[src/rtl/exec_ctrl_pkg.sv]
// ---------------------------------------------------------------------------
// exec_ctrl_pkg
// Shared types and constants for the execution controller.
//   state_t    : controller state (IDLE, RUN, PRINT, DONE, FAULT)
//   COL_*      : 6-bit RGB LED patterns {r,g,b,r,g,b} shown in each state
// ---------------------------------------------------------------------------
package exec_ctrl_pkg;

  typedef enum logic [2:0] {
    IDLE,
    RUN,
    PRINT,
    DONE,
    FAULT
  } state_t;

  localparam logic [5:0] COL_IDLE  = 6'b001_001;  // blue
  localparam logic [5:0] COL_RUN   = 6'b011_011;  // cyan
  localparam logic [5:0] COL_PRINT = 6'b101_101;  // magenta
  localparam logic [5:0] COL_DONE  = 6'b010_010;  // green
  localparam logic [5:0] COL_FAULT = 6'b100_100;  // red

  localparam logic [31:0] RUN_CYCLES_MAX = 32'hFFFF_FFFF;

endpackage

[src/rtl/exec_ctrl_btn_debounce.sv]
// ---------------------------------------------------------------------------
// btn_debounce
// Debounces one already-synchronized push-button and emits a one-cycle pulse
// when the accepted level flips from 0 to 1.
//   clk   : system clock
//   rst   : synchronous active-high reset
//   btn   : raw (synchronized, possibly bouncing) button level
//   pulse : one-cycle press pulse
// ---------------------------------------------------------------------------
module btn_debounce #(
  parameter int DEB_CYCLES = 50000
) (
  input  logic clk,
  input  logic rst,
  input  logic btn,
  output logic pulse
);

  localparam int CW = $clog2(DEB_CYCLES + 1);
  // The flip happens on the sample that would make the count reach DEB_CYCLES,
  // so the stored count only ever needs to reach DEB_CYCLES-1.
  localparam logic [CW-1:0] CNT_LAST = CW'(DEB_CYCLES - 1);

  logic [CW-1:0] r_cnt;
  logic          r_level;
  logic          r_pulse;

  always_ff @(posedge clk) begin
    if (rst) begin
      r_cnt   <= '0;
      r_level <= 1'b0;
      r_pulse <= 1'b0;
    end else begin
      r_pulse <= 1'b0;
      if (btn != r_level) begin
        if (r_cnt == CNT_LAST) begin
          r_level <= btn;
          r_cnt   <= '0;
          r_pulse <= btn;  // only a 0->1 flip produces a pulse
        end else begin
          r_cnt <= r_cnt + CW'(1);
        end
      end else begin
        r_cnt <= '0;
      end
    end
  end

  assign pulse = r_pulse;

endmodule

[src/rtl/exec_ctrl.sv]
// ---------------------------------------------------------------------------
// exec_ctrl
// Execution controller for the RISC-V core: debounces start/resume buttons,
// sequences the core through IDLE/RUN/PRINT/DONE/FAULT, drives core reset and
// clock-enable, latches print values for the display and shows the state on
// the RGB LEDs. All outputs are registered.
//   clk, rst        : clock, synchronous active-high reset
//   start_btn       : start button (synchronized, may bounce)
//   resume_btn      : resume button (synchronized, may bounce)
//   print_req/data  : core print request (held until print_ack) and value
//   exit_req, fault : core exit ecall / fault levels
//   core_rst        : reset to the core
//   core_en         : core clock-enable (0 stalls the core)
//   print_ack       : one-cycle print acknowledge
//   color_leds      : two RGB LEDs {r,g,b,r,g,b}
//   display         : last printed value (low 16 bits)
//   run_cycles      : saturating count of cycles with core_en=1
// ---------------------------------------------------------------------------
module exec_ctrl
  import exec_ctrl_pkg::*;
#(
  parameter int DEB_CYCLES = 50000
) (
  input  logic        clk,
  input  logic        rst,
  input  logic        start_btn,
  input  logic        resume_btn,
  input  logic        print_req,
  input  logic [31:0] print_data,
  input  logic        exit_req,
  input  logic        fault,
  output logic        core_rst,
  output logic        core_en,
  output logic        print_ack,
  output logic [5:0]  color_leds,
  output logic [15:0] display,
  output logic [31:0] run_cycles
);

  // Button index 0 = start, 1 = resume.
  logic [1:0] w_btn;
  logic [1:0] w_pulse;
  logic       w_start_p;
  logic       w_resume_p;
  logic       w_unused_print_hi;

  assign w_btn             = {resume_btn, start_btn};
  assign w_start_p         = w_pulse[0];
  assign w_resume_p        = w_pulse[1];
  assign w_unused_print_hi = ^print_data[31:16];  // only the low half is displayed

  generate
    for (genvar gi = 0; gi < 2; gi++) begin : g_deb
      btn_debounce #(
        .DEB_CYCLES(DEB_CYCLES)
      ) u_deb (
        .clk  (clk),
        .rst  (rst),
        .btn  (w_btn[gi]),
        .pulse(w_pulse[gi])
      );
    end
  endgenerate

  state_t      r_state;
  logic        r_core_rst;
  logic        r_core_en;
  logic        r_print_ack;
  logic [5:0]  r_color;
  logic [15:0] r_display;
  logic [31:0] r_run_cycles;

  // Each transition writes the registered outputs of the state it enters,
  // so outputs always match r_state without a combinational decode.
  always_ff @(posedge clk) begin
    if (rst) begin
      r_state      <= IDLE;
      r_core_rst   <= 1'b1;
      r_core_en    <= 1'b0;
      r_print_ack  <= 1'b0;
      r_color      <= COL_IDLE;
      r_display    <= '0;
      r_run_cycles <= '0;
    end else begin
      r_print_ack <= 1'b0;
      if (r_core_en && (r_run_cycles != RUN_CYCLES_MAX)) begin
        r_run_cycles <= r_run_cycles + 32'd1;
      end

      unique case (r_state)
        IDLE: begin
          r_run_cycles <= '0;
          r_display    <= '0;
          if (w_start_p) begin
            r_state    <= RUN;
            r_core_rst <= 1'b0;
            r_core_en  <= 1'b1;
            r_color    <= COL_RUN;
          end
        end

        RUN: begin
          // Fixed priority: fault, then exit, then print.
          if (fault) begin
            r_state   <= FAULT;
            r_core_en <= 1'b0;
            r_color   <= COL_FAULT;
          end else if (exit_req) begin
            r_state   <= DONE;
            r_core_en <= 1'b0;
            r_color   <= COL_DONE;
          end else if (print_req) begin
            r_state   <= PRINT;
            r_core_en <= 1'b0;
            r_color   <= COL_PRINT;
            r_display <= print_data[15:0];
          end
        end

        PRINT: begin
          if (w_resume_p) begin
            r_state     <= RUN;
            r_core_en   <= 1'b1;
            r_print_ack <= 1'b1;  // high for the first RUN cycle only
            r_color     <= COL_RUN;
          end
        end

        DONE, FAULT: begin
          if (w_start_p) begin
            // Back to IDLE with the core held in reset; a further start reruns.
            r_state      <= IDLE;
            r_core_rst   <= 1'b1;
            r_core_en    <= 1'b0;
            r_color      <= COL_IDLE;
            r_display    <= '0;
            r_run_cycles <= '0;
          end
        end

        default: begin
          r_state      <= IDLE;
          r_core_rst   <= 1'b1;
          r_core_en    <= 1'b0;
          r_color      <= COL_IDLE;
          r_display    <= '0;
          r_run_cycles <= '0;
        end
      endcase
    end
  end

  assign core_rst   = r_core_rst;
  assign core_en    = r_core_en;
  assign print_ack  = r_print_ack;
  assign color_leds = r_color;
  assign display    = r_display;
  assign run_cycles = r_run_cycles;

endmodule

[config.mk]
export PLATFORM = sky130hd
export DESIGN_NAME = exec_ctrl
export DESIGN_NICKNAME = d
export VERILOG_FILES = /design/src/rtl/exec_ctrl_pkg.sv /design/src/rtl/exec_ctrl_btn_debounce.sv /design/src/rtl/exec_ctrl.sv
export SDC_FILE = /design/constraint.sdc
export NUM_CORES = 1
export LEC_CHECK = 0
export ABC_AREA = 0
export ABC_CLOCK_PERIOD_IN_PS = 2610
export BUFFER_PORTS_ARGS = -buffer_cell sky130_fd_sc_hd__buf_2
export CAP_MARGIN = 20
export CELL_PAD_IN_SITES_DETAIL_PLACEMENT = 0
export CELL_PAD_IN_SITES_GLOBAL_PLACEMENT = 1
export CORE_MARGIN = 4
export CORE_UTILIZATION = 39
export DETAILED_ROUTE_END_ITERATION = 6
export PLACE_DENSITY = 0.85
export SYNTH_ARGS = -nofsm -noshare
export SYNTH_HDL_FRONTEND = slang
export SYNTH_SLANG_ARGS = --single-unit
[constraint.sdc]
create_clock -name clk -period 2.61 [get_ports clk]
set_input_delay 0.3915 -clock clk [delete_from_list [all_inputs] [get_ports clk]]
set_output_delay 0.3915 -clock clk [all_outputs]
set_load 0.03 [all_outputs]
==> reports/results.ini <==
[yosys]
synthDistinctLibCells=53
synthSimpleGateAreaFrac_pct=29.42
synth_adder_area_share_pct=0.9135
yosysWarnings=0
synth_top_area_cell=dfxtp_1
synth_nets=530
synthFlopType=dfxtp_1
synth_edf_count=0
synth_top_family_by_area=simple AND/OR/NAND/NOR gates
synth_top_area_share_pct=44.82
seq_area_frac_synth_pct=44.82
synth_area_sq_um=4109
synth-xor-area-share_pct=7.887
synthMuxAreaShare_pct=1.218
synthArstFlopShare_pct=0
synth.ff_latch_count=92
synth_area_leaders=dfxtp_1 (45%), nor2_1 (5.3%), a21oi_1 (4.8%)
synth.avg_cell_area_sq_um=8.420
synth_compound_area_share_pct=12.21
netlist_instances=488

[sta]
fin_skew_ns=0.01359
period_needed_ns=2.298
fin_crit_sh_pct=88.06
worst_pin_slew_ns=0.5851
hold_ws_ns=0.2805
slew_violations=0
rsz0062_at_grt=no
setup_viol=0
slew_headroom_pct=59.98
fmax_ghz=0.4351
setup-tns-final_ns=0
finalHoldViolations=0

[power]
power_density_nw_per_um2=747.3
ir_drop_mv=0.4295
power.leakage_nw=1.776
power.total_w=0.003627

[placement]
dp_hpwl_um=6485
place_area_sq_um=4628
place_inst=687
place.gp.congestion=0.8128
io_buffers=79

[setup_path]
critPathKind=reg2reg
path_cells=ha_1 > and3_1 > nand3_4 > or4_1 > or3_1 > a21oi_1
endpoint_kind=flip-flop
crit_path_start_kind=flip-flop
slowest_stage=or4_1
path_delay_family=simple AND/OR/NAND/NOR gates
crit_buf_inv=0
slowest_delay_ns=0.67
critPathRequiredTime_ns=2.89
critPathMaxFanout=8
worstPathArrival_ns=2.58

[cts]
post_cts_resized=0
cts_setup_buffers=0
cts_root_buffer=clkbuf_8
cts_max_level=3
clk_latency_ns=0.36
clock-sinks=92
numCtsBuffers=9
path_clk_slew_ns=0.09
cts_hold_buf=0
cts_buffer_depth=2
cts_tree=yes

[finish]
layout_commonest_cell=dfxtp_1
final_cell_mix=dfxtp_1 (92), buf_2 (79), nor2_1 (58)
fin_cells=703
area_growth_pct=18.12
num-nets-final=604
n_antenna_cell=0
drive_gt1_share_pct=19.93
fin_area_sq_um=4853

[routing]
viasPerCell=5.216
wl_per_cell_um=13.11
drc=0
vias=3667
first_iter_violations=201
wirelength_um=9214
final_antenna_net_count=0
drt-pass1-iter-count=4

[floorplan]
die_w_um=110.6
core.rowCount=37
io_pins=96
dieArea_sq_um=12240
coreArea_sq_um=10280
start_util_pct=39.98
die_h_um=110.6

[global_routing]
antenna_found_initial=0
grt_max_degree=27
grt_pass1_vias=3342
grt_usage_pct=14.96
grt.overflow.total=0
grt_pass1_wl_um=15720

[worst_hold_path]
hold_path_class=in2reg

[run_status]
status=finished clean

[job]
maxCapViolCount=0

-- final cells by class --
class | instances | area [sq um]
Clock buffer | 11 | 141.4
Clock inverter | 5 | 83.83
Fill cell | 1030 | 5424
Inverter | 9 | 33.78
Multi-Input combinational cell | 363 | 2127
Sequential cell | 92 | 1842
Tap cell | 136 | 170.2
Timing Repair Buffer | 87 | 455.4
-- metal layers --
| layer | part of all wire, % | vias to the layer above | GRT usage (%) | wire, um |
|---|---|---|---|---|
| met5 | 0 | - | 0 | 0 |
| met4 | 0.97 | 0 | 4.105 | 89 |
| met3 | 4.8 | 8 | 4.055 | 438 |
| li1 | - | 1882 | - | - |
| met1 | 49 | 1707 | 20.33 | 4519 |
| met2 | 45 | 70 | 23.42 | 4167 |
-- final timing paths --
check                                startpoint  slack [ns]                                 end  cells after the start
max reg2reg            run_cycles[0]$_SDFF_PP0_        0.31           run_cycles[26]$_SDFF_PP0_                      6
min reg2reg  g_deb[1].u_deb.r_cnt[0]$_SDFF_PP0_        0.45  g_deb[1].u_deb.r_cnt[0]$_SDFF_PP0_                      1
min                              print_data[13]        0.28            display[13]$_SDFFE_PP0P_                      3
max                    run_cycles[0]$_SDFF_PP0_        0.31           run_cycles[26]$_SDFF_PP0_                      6
-- worst register-to-register path, delay by kind of cell (launching register included) --
family / cells / cell delay [ns]
compound gates: 1 / 0.13
flops: 1 / 0.41
simple gates: 4 / 1.46
fa+ha+maj: 1 / 0.23
-- sequential cells by signal, summed over array words and instances, names as in the netlist --
name and count:
color_leds 2, display 16, g_deb.u_deb.r_cnt 32, print_ack 1, run_cycles 32, core_rst 1, r_state 3, core_en 1
g_deb.u_deb.r_level 2, g_deb.u_deb.pulse 2
-- synthesized netlist by cell type (all sizes together) (11+ instances only) --
cell	number
clkbuf	13
buf	11
nand2	46
or3	19
nand4	15
o21ai	20
xor2	15
nor2	58
dfxtp	92
a21oi	39
nand3	39
xnor2	22
-- report_power, final --
part           switching, W  leakage [nW]  internal, W  total, W
Sequential        0.0000831         0.743      0.00147   0.00156
Clock              0.000507         0.106     0.000570   0.00108
Combinational      0.000695         0.927     0.000298  0.000993
-- cells by family after synthesis --
kind of cell | after synthesis
and+or+nand+nor | 232
buffers and inverters | 33
AOI/OAI and AO/OA | 86
xor gates and xnor gates | 37
DFF | 92
muxes | 5
adders and majority gates | 3
-- per-stage QoR --
stage | setup slack (ns) | util, %
detailed placement | 0.3415 | 45.03
global placement | 0.3889 | 45.03
finish | 0.3117 | 47.22
floorplan | 0.3271 | -
global route | 0.1211 | 47.22
CTS | 0.3096 | 47.22
No activity file was read; power rests on OpenSTA's default activity.
